$ cat src/rtl/mux_arb_pkg.sv
// Shared types and helpers for the mux select arbiter.
// The arbiter FSM has two states: no owner, or one owner held in grant/sel.
package mux_arb_pkg;

    localparam int N_REQ_DEF = 4;
    localparam int SEL_W     = $clog2(N_REQ_DEF);

    typedef enum logic {
        IDLE = 1'b0,
        OWN  = 1'b1
    } arb_state_t;

    // Index of the highest set bit; only meaningful for one-hot inputs.
    function automatic int onehot_to_bin(input logic [31:0] oh);
        int b;
        b = 0;
        for (int i = 0; i < 32; i++) begin
            if (oh[i]) b = i;
        end
        return b;
    endfunction

endpackage

$ cat src/rtl/mux_arb_pick.sv
// Combinational winner selection: fixed priority (lowest index) or round-robin
// starting at rr_ptr. Bits set in mask are excluded from the pick.
module mux_arb_pick #(
    parameter int N_REQ = 4,
    parameter int SW    = 2
) (
    input  logic [N_REQ-1:0] req,
    input  logic [N_REQ-1:0] mask,
    input  logic [SW-1:0]    rr_ptr,
    input  logic             mode,
    output logic             found,
    output logic [SW-1:0]    winner
);

    logic [N_REQ-1:0] eff;
    logic [N_REQ-1:0] hi_mask;
    logic [N_REQ-1:0] cand;

    always_comb begin
        eff = req & ~mask;
        for (int i = 0; i < N_REQ; i++) begin
            hi_mask[i] = (i >= int'(rr_ptr));
        end
        // Round-robin: try indices at/above rr_ptr first, else wrap to the bottom.
        if (mode && |(eff & hi_mask)) cand = eff & hi_mask;
        else                          cand = eff;
    end

    always_comb begin
        found  = |cand;
        winner = '0;
        for (int i = N_REQ - 1; i >= 0; i--) begin
            if (cand[i]) winner = SW'(i);
        end
    end

endmodule

$ cat src/rtl/mux_sel_arbiter.sv
// Arbitrates N_REQ requesters onto one shared N:1 data mux. Holds the grant
// until release, or preempts the owner after MAX_HOLD cycles if others wait.
module mux_sel_arbiter
    import mux_arb_pkg::*;
#(
    parameter  int N_REQ    = 4,
    parameter  int DW       = 8,
    parameter  int MAX_HOLD = 8,
    localparam int SW       = (N_REQ > 1) ? $clog2(N_REQ) : 1,
    localparam int HW       = $clog2(MAX_HOLD + 1)
) (
    input  logic                clk,
    input  logic                rst,
    input  logic [N_REQ-1:0]    req,
    input  logic                mode,
    input  logic [N_REQ*DW-1:0] data_in,
    output logic [N_REQ-1:0]    grant,
    output logic [SW-1:0]       sel,
    output logic                out_valid,
    output logic [DW-1:0]       data_out,
    output logic                preempt
);

    arb_state_t       state, nxt_state;
    logic [N_REQ-1:0] nxt_grant;
    logic [SW-1:0]    nxt_sel;
    logic [SW-1:0]    rr_ptr, nxt_rr;
    logic [HW-1:0]    hold_cnt, nxt_hold;
    logic [N_REQ-1:0] pick_mask;
    logic             found;
    logic [SW-1:0]    winner;
    logic             others;
    logic             release_own;
    logic             timeout;
    logic             rearb;

    mux_arb_pick #(.N_REQ(N_REQ), .SW(SW)) u_pick (
        .req    (req),
        .mask   (pick_mask),
        .rr_ptr (rr_ptr),
        .mode   (mode),
        .found  (found),
        .winner (winner)
    );

    always_comb begin
        others      = |(req & ~grant);
        release_own = (state == OWN) && !req[sel];
        // A release in the timeout cycle wins: no preempt is reported.
        timeout     = (state == OWN) && req[sel] && (hold_cnt == HW'(MAX_HOLD)) && others;
        preempt     = timeout && !rst;
        pick_mask   = (state == OWN) ? grant : '0;

        nxt_state = state;
        nxt_grant = grant;
        nxt_sel   = sel;
        nxt_hold  = hold_cnt;
        nxt_rr    = rr_ptr;
        rearb     = 1'b0;

        unique case (state)
            IDLE: rearb = 1'b1;
            OWN:  rearb = release_own || timeout;
            default: rearb = 1'b1;
        endcase

        if (rearb) begin
            if (found) begin
                nxt_state = OWN;
                nxt_grant = N_REQ'(1) << winner;
                nxt_sel   = winner;
                nxt_hold  = HW'(1);
                nxt_rr    = (winner == SW'(N_REQ - 1)) ? '0 : winner + SW'(1);
            end else begin
                nxt_state = IDLE;
                nxt_grant = '0;
                nxt_sel   = '0;
                nxt_hold  = '0;
            end
        end else if (hold_cnt != HW'(MAX_HOLD)) begin
            nxt_hold = hold_cnt + HW'(1);
        end
    end

    always_ff @(posedge clk) begin
        if (rst) begin
            state    <= IDLE;
            grant    <= '0;
            sel      <= '0;
            rr_ptr   <= '0;
            hold_cnt <= '0;
        end else begin
            state    <= nxt_state;
            grant    <= nxt_grant;
            sel      <= nxt_sel;
            rr_ptr   <= nxt_rr;
            hold_cnt <= nxt_hold;
        end
    end

    logic [DW-1:0] slices [N_REQ];

    for (genvar i = 0; i < N_REQ; i++) begin : g_slice
        assign slices[i] = data_in[i*DW +: DW];
    end

    assign out_valid = |grant;
    assign data_out  = out_valid ? slices[sel] : '0;

    a_onehot: assert property (@(posedge clk) disable iff (rst) $onehot0(grant));
    a_sel:    assert property (@(posedge clk) disable iff (rst)
                  (grant != '0) |-> (onehot_to_bin(32'(grant)) == int'(sel)));

endmodule
$ cat config.mk
export PLATFORM = sky130hd
export DESIGN_NAME = mux_sel_arbiter
export DESIGN_NICKNAME = d
export VERILOG_FILES = /design/src/rtl/mux_arb_pkg.sv /design/src/rtl/mux_arb_pick.sv /design/src/rtl/mux_sel_arbiter.sv
export SDC_FILE = /design/constraint.sdc
export NUM_CORES = 1
export LEC_CHECK = 0
export ABC_AREA = 1
export CORE_MARGIN = 2
export CORE_UTILIZATION = 31
export DETAILED_ROUTE_END_ITERATION = 12
export DONT_BUFFER_PORTS = 1
export REMOVE_ABC_BUFFERS = 1
export SETUP_SLACK_MARGIN = 0.02
export SLEW_MARGIN = 5
export SYNTH_ARGS = -nofsm -noshare
export SYNTH_HDL_FRONTEND = slang
export SYNTH_HIERARCHICAL = 1
export SYNTH_SLANG_ARGS = --single-unit
$ cat constraint.sdc
create_clock -name clk -period 4.6 [get_ports clk]
set_input_delay 1.15 -clock clk [delete_from_list [all_inputs] [get_ports clk]]
set_output_delay 1.15 -clock clk [all_outputs]
set_load 0.05 [all_outputs]
**After elaboration in Yosys (flattened, before gate mapping)**

Index checks and enable logic that the tools add are counted.

- Add/sub/neg operators: 2
- $lt $le $gt $ge: 5
- Eq/ne operators: 3
- Shift operators: 1
- Multiplexer cells: 20
- Bitwise gates (word level): 7
- Reduce and logical (&&, ||, !) cells: 15

Operators by type and width:

| operator | count |
|---|---|
| two-way mux 8 bit | 3 |
| two-way mux 4 bit | 5 |
| binary-select mux 8 bit (select 2 bit) | 1 |
| OR reduction 4 bit | 4 |
| AND 4 bit | 3 |
| two-way mux 2 bit | 6 |
| inverter 4 bit | 2 |
| logical AND 1 bit | 6 |
| adder 4 x 1 -> 4 bit (second input constant) | 1 |
| equality test 4 bit (second input constant) | 1 |
| greater-or-equal comparator 1 x 2 -> 1 bit (first input constant) | 2 |
| != test 4 bit (second input constant) | 1 |
| << shifter 1 x 2 -> 4 bit (first input constant) | 1 |
| greater-or-equal comparator 3 bit (second input constant) | 1 |
| < comparator 2 x 3 -> 1 bit (second input constant) | 1 |
| two-way mux 1 bit | 3 |
| inverter 2 -> 3 bit | 1 |
| adder 2 x 1 -> 2 bit (second input constant) | 1 |
| binary-select mux 1 bit (select 2 bit) | 1 |
| equality test 2 bit (second input constant) | 1 |
| greater-or-equal comparator 2 bit (first input constant) | 1 |
| zero test 1 bit | 2 |
| one-hot mux 1 bit (2 select lines) | 1 |
| AND reduction 2 bit | 1 |
| 3 further kinds | 3 |

- Flip-flop bits (word level): 13
- Bits of input ports: 39

**Depth between registers and ports, before layout**

- Depth in word-level cells: 13
- Gate-level depth with buffers: 15
- Depth with buffers taken out: 15

**Cells and area by module**

The synthesis kept the hierarchy.

By module, submodules not included:

| module | instances | cells each | area an instance (um^2) | sequential area each (um^2) |
|---|---|---|---|---|
| mux_sel_arbiter | 1 | 172 | 1089.8 | 260.2 |
| mux_arb_pick | 1 | 39 | 209.0 | 0.0 |

**Worst setup path before layout**

No wires, ideal clock.

- Path type: input to output
- Start: input port req[1]
- End: output port preempt
- Data arrival time: 2512 ps
- Setup slack: 938 ps
- Cell stages on the path: 6
- Path through: inv_1 nand2_2 nand3_2 nand2_2 nand2_4 nor3_1

- Word-level cells in the longest chain between the ends: 6

Ends and longest elaborated chain:

| item | line | text |
|---|---|---|
| start: declaration | mux_sel_arbiter.sv:14 | `input logic [N_REQ-1:0] req,` |
| binary-select mux 1 bit (select 2 bit) | mux_sel_arbiter.sv:50 | `timeout = (state == OWN) && req[sel] && (hold_cnt == HW'(MAX_HOLD)) && others;` |
| two-way mux 1 bit (implied by the code) | mux_sel_arbiter.sv:50 |  |
| logical AND 1 bit (2 in a row) | mux_sel_arbiter.sv:50 |  |
| logical AND 1 bit (*) | mux_sel_arbiter.sv:50 |  |
| logical AND 1 bit (*) | mux_sel_arbiter.sv:51 | `preempt = timeout && !rst;` |
| end: declaration | mux_sel_arbiter.sv:21 | `output logic preempt` |

Every way passes the cells marked *; elsewhere a longest branch is shown, timed or not. The select of a mux whose other input is x is not followed.

**Worst setup path after layout**

- Start: register grant[3]
- End: output port out_valid

- Word-level cells in the longest chain between the ends: 1

Ends and longest elaborated chain:

| item | line | text |
|---|---|---|
| start: declaration | mux_sel_arbiter.sv:17 | `output logic [N_REQ-1:0] grant,` |
| start signal: assignment | mux_sel_arbiter.sv:94 | `grant <= nxt_grant;` |
| OR reduction 4 bit | mux_sel_arbiter.sv:107 | `assign out_valid = \|grant;` |
| end: declaration | mux_sel_arbiter.sv:19 | `output logic out_valid,` |

No other way between the ends.

==> reports/qor_table.md <==
| Item | Reported | Unit |
| --- | --- | --- |
| Status | complete, no violations | - |
| CP Class | reg -> out | - |
| Max Buffers Root-to-Sink | 2 | - |
| Clock Pin Slew Worst Setup and Hold Paths | 0.06 | ns |
| Worst slew margin relative to its limit | 0.4474 | - |
| Basic-gate share of the synthesized area counting and, or, nand and nor cells | 0.4576 | - |
| Chip height | 68.73 | um |
| Placer Congestion | 0.8262 | - |
| Least-Margin Pin Slew | 0.8220 | ns |
| CTS Root Buffer Type | clkbuf_8 | - |
| Drc violations | 0 | - |
| Antenna diode count | 0 | - |
| Endpoint kind of the worst setup timing path | primary output | - |
| Highest attainable clock frequency | 313.8 | MHz |
| CTS tree | built | - |
| Number of synthesized flops with an enable pin | 0 | - |
| Global-route wire length before repair | 4547 | um |
| Total Power Consumption | 0.6714 | mW |
| Synth Area in Compound Gates | 0.1397 | - |
| Filler cell count | 462 | - |
| Final setup violation count | 0 | - |
| Hold Fails Final Rpt | 0 | - |
| Largest area contributor in the netlist | dfxtp_1 | - |
| Most repeated cell in the gate-level netlist after synthesis | nand2_1 | - |
| Area growth syn-to-layout | 13.10 | % |
| Count of hold-fix buffers inserted at cts | 0 | - |
| Number of buffers added by the clock tree synthesis step | 3 | - |
| Multiplexer share of the synthesized area | 0 | - |
| Setup repair after global routing missed its margin | false | - |
| Num Clock Sinks | 13 | - |
| Initial core utilization | 0.3224 | - |
| Ys flop type | dfxtp_1 | - |
| DR iter-0 viols | 13 | - |
| Area used by multi-input combinational logic | 882.1 | um^2 |
| Max Cap Violations | 0 | - |
| TritonRoute pass-1 iters | 4 | - |
| Core area | 4029 | um^2 |
| Die area | 4723 | um^2 |
| Crit path required time | 3.45 | ns |
| Avg Inst Size Synth | 6.155 | um^2 |
| Width of the chip | 68.73 | um |
| Number of cells produced by synthesis | 211 | - |
| Worst Clk Skew | 0.006540 | ns |
| IO buf count | 0 | - |
| I/O pin cnt | 55 | - |
| Half-perimeter wire length of the detailed placement result | 2500 | um |
| Via density per instance | 4.566 | - |
| Adder-Cell Fraction of Synth Area | 0.05780 | - |
| Cells resized by post-CTS repair | 0 | - |
| Net count of the finished layout | 268 | - |
| Share of flip-flops with an asynchronous set or reset | 0 | - |
| Seq. cell area | 260.3 | um^2 |
| All-layer global routing usage | 0.1272 | - |
| Worst voltage drop across the vdd grid | 0.1509 | mV |
| Share of the synthesized area in the top cell type | 0.2004 | - |
| Max-slew violation count | 0 | - |
| Commonest cells in the synthesized netlist | 44 x nand2_1, 42 x nor2_1, 31 x inv_1 | - |
| Via count | 1242 | - |
| Fraction of the cycle the final worst path needs | 0.6927 | - |
| Main combinational cell family by area after synthesis | simple AND/OR/NAND/NOR gates | - |
| Post-CTS setup repair buffer count | 0 | - |
| Endpoint arrival time on the critical path | 2.04 | ns |
| Accumulated negative setup slack | 0 | ns |
| Dominant cells by area after synthesis | dfxtp_1 20%, nand2_1 13%, nor2_1 12% | - |
| Htree depth | 1 | - |
| Synthesized area | 1299 | um^2 |
| Number of register bits inferred by synthesis | 13 | - |
| Residual antenna-violating net count after detailed routing | 0 | - |
| Largest driver fanout on the critical path | 9 | - |
| Largest net degree at the start of global routing | 19 | - |
| Number of warnings printed during yosys synthesis | 6 | - |
| Insertion delay of the later-clocked pin in the worst-skew pair | 0.24 | ns |
| Num rows | 23 | - |
| XOR/XNOR Fraction of Synth Area | 0.02023 | - |
| Period minus WS final | 3.186 | ns |
| Number of distinct library cells after synthesis | 32 | - |
| Total power density per cell area | 457.1 | nW/um^2 |
| Total length of routed wires | 3019 | um |
| Share of the yosys chip area belonging to registers | 0.2004 | - |
| GR Overflow Total | 0 | - |
| Ratio of cells with drive above 1 in the final layout | 0.1847 | - |
| Initial antenna violation count | 0 | - |
| Cell leakage power | 0.7480 | nW |
| Type of origin of the critical path | flop | - |
| Tightest Hold Check Type | reg -> reg | - |
| Average wire length per cell after detail routing | 11.10 | um |
| Vias in the first global route | 1089 | - |
==> area by class of cell <==
class,instances,share of cell area
Inverter,35,0.09285
Timing Repair Buffer,11,0.05622
Sequential cell,13,0.1772
Tap cell,50,0.04259
Multi-Input combinational cell,159,0.6005
Clock buffer,4,0.03066
==> cells by family (layout without fill, tap and decap cells) <==
| family | after synthesis | after routing |
|---|---|---|
| adder cells (fa/ha/maj) | 6 | 6 |
| AND/OR/NAND/NOR | 119 | 119 |
| buffers and inverters | 39 | 50 |
| flip-flops | 13 | 13 |
| AO/OA/AOI/OAI | 31 | 31 |
| XOR/XNOR | 3 | 3 |
==> sequential cells by signal, summed over array words and instances (netlist names) <==
name      flops
grant         4
hold_cnt      4
rr_ptr        2
sel           2
state         1
==> power by group <==
group          internal, mW  total (mW)  switching, mW
registers             0.132       0.177         0.0454
logic                 0.116       0.392          0.276
clock network        0.0611       0.102         0.0407
==> worst paths after layout <==
check | start | end | slack, ns | depth (start not counted)
worst min-delay path | sel[0] | sel[0] | 0.52 | 2
worst max-delay path | grant[3] | out_valid | 1.41 | 2
worst min register to register | sel[0] | sel[0] | 0.52 | 2
worst max register to register | grant[2] | rr_ptr[1] | 2.14 | 15
==> worst max-delay path: stages (launching register included) <==
cell     delay, ns
dfxtp_1       0.52
nor4_2        0.83
inv_1         0.44
==> per-stage QoR <==
stage,instance area (um^2),std cells,worst slack [ns],hold slack [ns],util
after floorplan,1274,207,0.8516,0.4916,-
after global placement,1424,268,1.569,0.5131,0.3534
after detailed placement,1424,268,1.570,0.5196,0.3534
after CTS,1469,272,1.386,0.5289,0.3646
after global routing,1469,272,1.301,0.5620,0.3646
final,1469,272,1.414,0.5200,0.3646
==> layer usage <==
layer  global-route usage  wire, um  vias up
met5                    0         0        -
met4              0.04412        51        0
met3              0.01623       256        4
met2               0.2428      1381       49
met1               0.1433      1329      512
li1                     -         -      677
==> placed cells by master, fill, tap and decap left out, drive strengths merged <==
| master | instances |
|---|---|
| nand2 | 52 |
| nor2 | 50 |
| inv | 33 |
| o21ai | 19 |
| dfxtp | 13 |
| nand3 | 13 |
| buf | 11 |
| a21oi | 8 |
| ha | 6 |
| clkbuf | 4 |
| nor3 | 2 |
| xor2 | 2 |
| clkinv | 2 |
| o21bai | 2 |
| nor4 | 1 |
| nand3b | 1 |
| xnor2 | 1 |
| a22oi | 1 |
| o211ai | 1 |
(Power assumes the default switching activity.)
